## src/rtl/vga_pkg.sv

```systemverilog
// Shared types and helpers for the VGA test-pattern generator: pattern modes,
// box direction, 12-bit RGB pixel and the colour-bar lookup.
package vga_pkg;

  typedef enum logic [1:0] {
    MODE_BARS  = 2'd0,
    MODE_CHECK = 2'd1,
    MODE_GRAD  = 2'd2,
    MODE_BOX   = 2'd3
  } mode_e;

  typedef enum logic {
    DIR_INC = 1'b0,
    DIR_DEC = 1'b1
  } dir_e;

  typedef struct packed {
    logic [3:0] r;
    logic [3:0] g;
    logic [3:0] b;
  } rgb_t;

  localparam int   BAR_W     = 80;
  localparam rgb_t RGB_BLACK = rgb_t'(12'h000);
  localparam rgb_t RGB_WHITE = rgb_t'(12'hFFF);
  localparam rgb_t RGB_BOXBG = rgb_t'(12'h008);

  // Eight-entry bar table, left to right across the visible line.
  function automatic rgb_t bar_colour(input logic [2:0] idx);
    rgb_t c;
    case (idx)
      3'd0:    c = rgb_t'(12'hFFF);
      3'd1:    c = rgb_t'(12'hFF0);
      3'd2:    c = rgb_t'(12'h0FF);
      3'd3:    c = rgb_t'(12'h0F0);
      3'd4:    c = rgb_t'(12'hF0F);
      3'd5:    c = rgb_t'(12'hF00);
      3'd6:    c = rgb_t'(12'h00F);
      3'd7:    c = rgb_t'(12'h000);
      default: c = rgb_t'(12'h000);
    endcase
    return c;
  endfunction

  // Column to bar number using threshold compares instead of a divider.
  function automatic logic [2:0] bar_index(input logic [15:0] col);
    logic [2:0] idx;
    idx = 3'd0;
    for (int i = 1; i < 8; i++) begin
      if (col >= 16'(i * BAR_W)) begin
        idx = 3'(i);
      end else begin
        idx = idx;
      end
    end
    return idx;
  endfunction

endpackage

```

## src/rtl/vga_box_mover.sv

```systemverilog
// One axis of the bouncing box: moves STEP per tick between 0 and LIM,
// clamping at either end and reversing direction there.
module vga_box_mover
  import vga_pkg::*;
#(
  parameter int WIDTH = 12,
  parameter int LIM   = 608,
  parameter int STEP  = 2
) (
  input  logic             clk,
  input  logic             rst,
  input  logic             tick,
  output logic [WIDTH-1:0] pos,
  output logic             dir
);

  localparam logic [WIDTH-1:0] LIM_V  = WIDTH'(LIM);
  localparam logic [WIDTH-1:0] STEP_V = WIDTH'(STEP);

  dir_e             state_r;
  dir_e             state_s;
  logic [WIDTH-1:0] pos_r;
  logic [WIDTH-1:0] pos_s;
  logic [WIDTH-1:0] inc_s;

  // Position and direction registers.
  always_ff @(posedge clk) begin
    if (rst) begin
      state_r <= DIR_INC;
      pos_r   <= '0;
    end else begin
      state_r <= state_s;
      pos_r   <= pos_s;
    end
  end

  // Next position/direction, evaluated only on a tick.
  always_comb begin
    state_s = state_r;
    pos_s   = pos_r;
    inc_s   = pos_r + STEP_V;
    if (tick) begin
      case (state_r)
        DIR_INC: begin
          if (inc_s >= LIM_V) begin
            pos_s   = LIM_V;
            state_s = DIR_DEC;
          end else begin
            pos_s   = inc_s;
            state_s = DIR_INC;
          end
        end
        DIR_DEC: begin
          if (pos_r <= STEP_V) begin
            pos_s   = '0;
            state_s = DIR_INC;
          end else begin
            pos_s   = pos_r - STEP_V;
            state_s = DIR_DEC;
          end
        end
        default: begin
          pos_s   = '0;
          state_s = DIR_INC;
        end
      endcase
    end else begin
      state_s = state_r;
      pos_s   = pos_r;
    end
  end

  assign pos = pos_r;
  assign dir = state_r;

endmodule

```

## src/rtl/vga_pattern_gen.sv

```systemverilog
// VGA test-pattern generator: bars, checker, gradient or bouncing box, with
// sync/blank delayed through the same two-stage pipeline as the colour.
module vga_pattern_gen
  import vga_pkg::*;
#(
  parameter int WIDTH    = 12,
  parameter int HVIS     = 640,
  parameter int VVIS     = 480,
  parameter int BOX      = 32,
  parameter int STEP     = 2,
  parameter int SYNC_POL = 0
) (
  input  logic             clk,
  input  logic             rst,
  input  logic [WIDTH-1:0] hdata,
  input  logic [WIDTH-1:0] vdata,
  input  logic             hsync_in,
  input  logic             vsync_in,
  input  logic             blank_in,
  input  logic [1:0]       mode,
  output logic             hsync,
  output logic             vsync,
  output logic             blank,
  output logic [3:0]       r,
  output logic [3:0]       g,
  output logic [3:0]       b,
  output logic [7:0]       frame
);

  localparam logic SYNC_IDLE = (SYNC_POL == 0) ? 1'b1 : 1'b0;

  logic             fb_s;
  mode_e            mode_q_r;
  logic [7:0]       frame_r;
  logic [WIDTH-1:0] box_x_s;
  logic [WIDTH-1:0] box_y_s;
  logic             xdir_unused_s;
  logic             ydir_unused_s;
  logic [WIDTH:0]   box_xe_s;
  logic [WIDTH:0]   box_ye_s;
  logic             in_box_s;

  logic [WIDTH-1:0] h1_r;
  logic [WIDTH-1:0] v1_r;
  logic             hs1_r;
  logic             vs1_r;
  logic             bl1_r;

  rgb_t             rgb_s;
  rgb_t             rgb_r;
  logic             hs2_r;
  logic             vs2_r;
  logic             bl2_r;
  logic [7:0]       frame2_r;

  assign fb_s = (vdata == WIDTH'(VVIS)) && (hdata == '0);

  // Frame-boundary state: pattern mode and frame count.
  always_ff @(posedge clk) begin
    if (rst) begin
      mode_q_r <= MODE_BARS;
      frame_r  <= 8'd0;
    end else if (fb_s) begin
      mode_q_r <= mode_e'(mode);
      frame_r  <= frame_r + 8'd1;
    end
  end

  vga_box_mover #(.WIDTH(WIDTH), .LIM(HVIS - BOX), .STEP(STEP)) u_box_x (
    .clk  (clk),
    .rst  (rst),
    .tick (fb_s),
    .pos  (box_x_s),
    .dir  (xdir_unused_s)
  );

  vga_box_mover #(.WIDTH(WIDTH), .LIM(VVIS - BOX), .STEP(STEP)) u_box_y (
    .clk  (clk),
    .rst  (rst),
    .tick (fb_s),
    .pos  (box_y_s),
    .dir  (ydir_unused_s)
  );

  // Stage 1: capture the timing-generator inputs.
  always_ff @(posedge clk) begin
    if (rst) begin
      h1_r  <= '0;
      v1_r  <= '0;
      hs1_r <= SYNC_IDLE;
      vs1_r <= SYNC_IDLE;
      bl1_r <= 1'b1;
    end else begin
      h1_r  <= hdata;
      v1_r  <= vdata;
      hs1_r <= hsync_in;
      vs1_r <= vsync_in;
      bl1_r <= blank_in;
    end
  end

  // One extra bit on the far edges so the compare cannot wrap.
  assign box_xe_s = {1'b0, box_x_s} + (WIDTH+1)'(BOX);
  assign box_ye_s = {1'b0, box_y_s} + (WIDTH+1)'(BOX);
  assign in_box_s = (h1_r >= box_x_s) && ({1'b0, h1_r} < box_xe_s) &&
                    (v1_r >= box_y_s) && ({1'b0, v1_r} < box_ye_s);

  // Pattern colour from the stage-1 pixel and the current frame state.
  always_comb begin
    rgb_s = RGB_BLACK;
    if (bl1_r) begin
      rgb_s = RGB_BLACK;
    end else begin
      case (mode_q_r)
        MODE_BARS:  rgb_s = bar_colour(bar_index(16'(h1_r)));
        MODE_CHECK: rgb_s = (h1_r[5] ^ v1_r[5]) ? RGB_WHITE : RGB_BLACK;
        MODE_GRAD:  rgb_s = '{r: h1_r[9:6], g: v1_r[8:5], b: frame_r[3:0]};
        MODE_BOX:   rgb_s = in_box_s ? RGB_WHITE : RGB_BOXBG;
        default:    rgb_s = RGB_BLACK;
      endcase
    end
  end

  // Stage 2: registered outputs.
  always_ff @(posedge clk) begin
    if (rst) begin
      rgb_r    <= RGB_BLACK;
      hs2_r    <= SYNC_IDLE;
      vs2_r    <= SYNC_IDLE;
      bl2_r    <= 1'b1;
      frame2_r <= 8'd0;
    end else begin
      rgb_r    <= rgb_s;
      hs2_r    <= hs1_r;
      vs2_r    <= vs1_r;
      bl2_r    <= bl1_r;
      frame2_r <= frame_r;
    end
  end

  assign r     = rgb_r.r;
  assign g     = rgb_r.g;
  assign b     = rgb_r.b;
  assign hsync = hs2_r;
  assign vsync = vs2_r;
  assign blank = bl2_r;
  assign frame = frame2_r;

endmodule
```

## config.mk

```make
export PLATFORM = sky130hd
export DESIGN_NAME = vga_pattern_gen
export DESIGN_NICKNAME = d
export VERILOG_FILES = /design/src/rtl/vga_pkg.sv /design/src/rtl/vga_box_mover.sv /design/src/rtl/vga_pattern_gen.sv
export SDC_FILE = /design/constraint.sdc
export NUM_CORES = 1
export LEC_CHECK = 0
export CAP_MARGIN = 20
export CORE_MARGIN = 3
export CORE_UTILIZATION = 45
export CTS_CLUSTER_DIAMETER = 100
export DETAILED_ROUTE_END_ITERATION = 12
export HOLD_SLACK_MARGIN = 0.02
export PLACE_DENSITY_LB_ADDON = 0.3
export SLEW_MARGIN = 10
export SYNTH_ARGS = -nofsm -noshare
export SYNTH_HDL_FRONTEND = slang
export SYNTH_SLANG_ARGS = --single-unit
```

## constraint.sdc

```tcl
create_clock -name clk -period 6.6 [get_ports clk]
set_input_delay 0.66 -clock clk [delete_from_list [all_inputs] [get_ports clk]]
set_output_delay 0.66 -clock clk [all_outputs]
set_load 0.01 [all_outputs]
```

==> impl_metrics.ini, run 1 <==
[status]
status = completed

[yosys]
ys_seq_area_share_pct = 32.51
yosys.area.top_type = dfxtp_1
yosys-top-cells-area = dfxtp_1, ha_1, nor2b_1
avgSynthCellArea_um2 = 8.473
ys.flop_type = dfxtp_1
synth.distinct_cells = 75
synthesis.nets = 674
yosysMostFrequentCell = dfxtp_1
ys_ff_latch = 82
synth_edf_count = 0
ys_async_sr_fraction_pct = 0
synth_area_um2 = 5050
yosysTopAreaCellShare_pct = 32.51
yosysWarnings = 0
synth_cells = 596
ys_top_cells_by_count = dfxtp_1, nand2_1, ha_1

[clock_tree]
cts_max_level = 3
cts_root_buf = clkbuf_8
cts_sinks = 82
insertion_delay_ps = 370
cts_made_buffers = 9
post_cts_buffers = 0
clkTransAtPathRegs_ps = 90
postCtsResizedCells = 0
clockBufferDepth = 2
cts.hold.buffers_added = 0
tritoncts = built

[global_route]
grt_pass1_vias = 4361
antenna_found_initial = 0
grt_overflow = 0
grt_pass1_wl_um = 20890
grt_max_degree = 71
grt_usage_pct = 20.19

[power_and_ir_drop]
comb_power_share_pct = 10.0
seq_power_share_pct = 54.2
p_per_area_nw_per_um2 = 164.8
switchingPower_mw = 0.2551
p_leak_nw = 2.123
p_clk_share_pct = 35.8
power_mw = 0.9536
internal_power_mw = 0.6985
ir_drop_mv = 0.1412
p_sw_share_pct = 26.75

[hold_path]
hold_class = reg2reg

[final_layout]
nets = 707
utilization_pct = 53.14
drive_gt1_share_pct = 7.413
n_antenna_cell = 0
area_growth_syn_to_layout_pct = 14.57

[floorplan]
core_area_um2 = 10890
fp-row-count = 38
fp.dieH_um = 111.9
dieArea_um2 = 12530
ios = 54
initial_core_util_pct = 46.38
die_w_um = 111.9

[job]
max_cap_viol_count = 0

[worst_setup_path]
crit_arrival_ps = 3660
crit_type = reg2reg
worstPathRequired_ps = 6870
end_kind = register
crit_fanout = 13
cp-start-kind = register

[timing]
fin_hold_ws_ps = 412.6
tightest_slew_ps = 941.3
setup_violations = 0
post-route-period-util_pct = 51.35
fin_crit_ps = 3389
fin_tns_setup_ps = 0
rsz0062_at_grt = no
final.setup.worst_slack_ps = 3211
slew_violations = 0
max_freq_ghz = 0.2950
hold_viol = 0
skew_ps = 9.790
slew_headroom_pct = 37.05

[routing]
drt_iter0_markers = 338
first_pass_iters = 5
detail_route.wl_per_cell_um = 16.34
viasPerCell = 5.955
via_count = 4609
ant_nets = 0
drc_errors = 0
finalWirelength_um = 12650

[place]
gp_congestion = 0.8963
dp_slack_ps = 2884
io_buffer_count = 53
dp_hpwl_um = 9292
[cell usage in the layout, fill, tap and decap left out, types with 6 or more instances in the layout]
cell             synthesis  final
nand4_1                 12     12
a211oi_1                 6      6
xnor2_1                 16     16
clkbuf_8                 0      9
nor3_1                  16     16
nor4_1                   8      8
ha_1                    47     47
a41oi_1                 12     12
o21ai_0                 31     31
nand3_1                 18     18
or2_2                    6      6
a21oi_1                 35     35
a31oi_1                  6      6
dfxtp_1                 82     82
o21a_1                   7      7
inv_1                   31     31
and3_1                   7      7
nand2_1                 48     48
nor2_1                  36     36
a21o_1                  10     10
clkdlybuf4s50_1          0     52
nor2b_1                 36     36
[critical path, stage by stage (launching register included)]
cell and delay [ps]:
dfxtp_1 660, ha_1 340, and3_2 250, nand3_1 100
xnor2_1 160, ha_1 290, a21oi_1 150, o211ai_1 100
a221oi_1 410, nand4_1 500, a41oi_1 320
[flip-flops by register name (all words and copies together) (netlist names), 4 cells and up]
register / cells
v1_r: 11
h1_r: 11
r: 4
frame: 8
u_box_y.pos: 11
b: 4
frame_r: 8
g: 4
u_box_x.pos: 11
[per-layer routing]
metal	wire, um	track usage [%]	vias to the layer above
met5	0	0	-
met4	259	7.051	0
met3	608	4.293	25
met2	6092	34.85	148
met1	5685	24.92	2202
li1	-	-	2234
[path summary, 6_finish.rpt]
| check | to | slack, ps | cells after the start | from |
|---|---|---|---|---|
| max | r[1] | 3210 | 10 | u_box_x.pos[5] |
| min | vsync | 410 | 1 | vs1_r |
| min reg2reg | vsync | 410 | 1 | vs1_r |
| max reg2reg | r[1] | 3210 | 10 | u_box_x.pos[5] |
[per-stage QoR]
step / std cells / area [um^2]
6_report: 774 / 5786
5_1_grt: 774 / 5786
4_1_cts: 774 / 5786
3_5_place_dp: 758 / 5610
3_3_place_gp: 757 / 5599
2_1_floorplan: 596 / 5050
[kinds of logic after synthesis]
family                   count (synthesis)  synth area share [%]
AO/OA/AOI/OAI                          155                 22.03
XOR/XNOR                                21                 3.642
adder cells (fa/ha/maj)                 47                 11.65
buffers and inverters                   65                 5.599
flip-flops                              82                 32.51
multiplexers                             5                0.9911
AND/OR/NAND/NOR                        221                 23.59
[area by class of cell]
type / instances / area [um^2]
clock inverters: 6 / 47.55
fillers: 997 / 5102
well taps: 140 / 175.2
multi-input cells: 449 / 3126
inverters: 31 / 116.4
repair buffers: 56 / 551.8
flip-flops and latches: 82 / 1642
clock buffers: 10 / 127.6
[power by group through the flow]
stage / combinational (mW) / sequential, mW / clock [mW]
3_5_place_dp: 0.0952 / 0.528 / 0
4_1_cts: 0.0958 / 0.516 / 0.350
6_report: 0.0955 / 0.517 / 0.342
5_1_grt: 0.108 / 0.518 / 0.370
3_3_place_gp: 0.0919 / 0.528 / 0
2_1_floorplan: 0.0563 / 0.525 / 0
No activity file was read; power rests on OpenSTA's default activity.
==> inputs of run 2 (changes only) <==
Clock period 6.6 ns to 2.9 ns, I/O delays scaled along.
==> run 2 against run 1 <==
Net effect: clock power grew to 2.5 times the previous value; sequential power is 130% higher; non-clock buffer count is 15 higher.
==> impl_metrics.ini, run 2 (synthesis results as in run 1) <==
[final_layout]
nets = 722
n_antenna_cell = 0
final_cell_mix = dfxtp_1, clkdlybuf4s50_1, nand2_1, ha_1
area_growth_syn_to_layout_pct = 17.89
final_common_cell = dfxtp_1
finish.instance_area_um2 = 5953
drive_gt1_share_pct = 10.32
utilization_pct = 54.68

[power_and_ir_drop]
power_mw = 2.253
p_leak_nw = 2.224
ir_drop_mv = 0.3704
p_per_area_nw_per_um2 = 378.5

[job]
max_cap_viol_count = 0

[clock_tree]
clkTransAtPathRegs_ps = 90
cts_max_level = 3
cts_sinks = 82
clockBufferDepth = 2
cts.hold.buffers_added = 0
cts_made_buffers = 9
cts_root_buf = clkbuf_8
insertion_delay_ps = 360
tritoncts = built

[routing]
ant_nets = 0
via_count = 4622
finalWirelength_um = 12760
drt_iter0_markers = 393
first_pass_iters = 5
drc_errors = 0
viasPerCell = 5.858
detail_route.wl_per_cell_um = 16.17

[worst_setup_path]
cp-start-kind = register
crit_type = reg2reg
crit_arrival_ps = 2840
crit_fanout = 11
end_kind = register
worstPathRequired_ps = 3170

[place]
dp_hpwl_um = 9488
place_area_um2 = 5729
gp_congestion = 0.8508
io_buffer_count = 53

[timing]
fin_hold_ws_ps = 426.6
fin_crit_ps = 2569
rsz0062_at_grt = no
hold_viol = 0
skew_ps = 9.210
fin_tns_setup_ps = 0
slew_violations = 0
post-route-period-util_pct = 88.60
slew_headroom_pct = 52.09
tightest_slew_ps = 717.1
setup_violations = 0
max_freq_ghz = 0.3892

[floorplan]
dieArea_um2 = 12530
core_area_um2 = 10890
die_w_um = 111.9
fp-row-count = 38
initial_core_util_pct = 46.38
ios = 54
fp.dieH_um = 111.9

[global_route]
grt_max_degree = 39
grt_pass1_vias = 4430
grt_usage_pct = 20.29
grt_overflow = 0
grt_pass1_wl_um = 21220
antenna_found_initial = 0

[hold_path]
hold_class = reg2reg

[status]
status = completed
==> run 2: changes by cell type in the layout (fill, tap and decap cells not counted), sizes merged <==
| cell | delta |
|---|---|
| buf | +15 |
| bufinv | +1 |
| clkinvlp | -1 |
==> run 2: repair_timing <==
item | in CTS | in global routing
pin swaps | 1 | 0
buffers inserted | 2 | 0
resized for setup | 0 | 5
endpoints found under the hold margin | 0 | 0
setup endpoints to repair | 7 | 11
==> run 2: final timing paths <==
kind / from / endpoint / slack [ps] / depth (start not counted)
max: u_box_y.pos[5] / r[0] / 330 / 11
max reg2reg: u_box_y.pos[5] / r[0] / 330 / 11
min reg2reg: hs1_r / hsync / 430 / 1
min: hs1_r / hsync / 430 / 1
==> run 2: power breakdown <==
group | total [mW] | internal, mW | leakage, nW | switching (mW)
clock | 0.858 | 0.410 | 0.102 | 0.448
combinational | 0.220 | 0.117 | 1.45 | 0.103
sequential | 1.18 | 1.15 | 0.670 | 0.0245
==> run 2: layout make-up <==
cell class / count / area [um^2]
Inverter: 31 / 116.4
Multi-Input combinational cell: 449 / 3133
Tap cell: 140 / 175.2
Clock buffer: 10 / 127.6
Clock inverter: 6 / 70.07
Fill cell: 1011 / 4935
Sequential cell: 82 / 1645
Timing Repair Buffer: 71 / 685.7
==> run 2: layer usage <==
layer  wire length, um  global-route usage [%]  part of all wire [%]  up-vias
li1                  -                       -                     -     2267
met1              5882                   26.47                    46     2206
met2              6030                   34.01                    47      129
met3               634                   4.185                   5.0       20
met4               208                   5.929                   1.6        0
met5                 0                       0                     0        -
==> run 2: worst max-delay path, cell delays in order (launching register included) <==
cell,delay [ps]
dfxtp_2,450
ha_1,230
and3_2,250
nand3_1,110
xnor2_1,150
ha_1,310
a211oi_1,230
nand2_1,70
o21ai_0,180
nand4_1,150
buf_4,180
a41oi_1,170
==> run 2: per-stage QoR <==
step / setup slack (ps) / cells
after floorplan: 489.8 / 596
after global placement: 170.6 / 771
after detailed placement: 5.709 / 771
after CTS: 177.7 / 789
after global routing: 29.59 / 789
final: 330.6 / 789
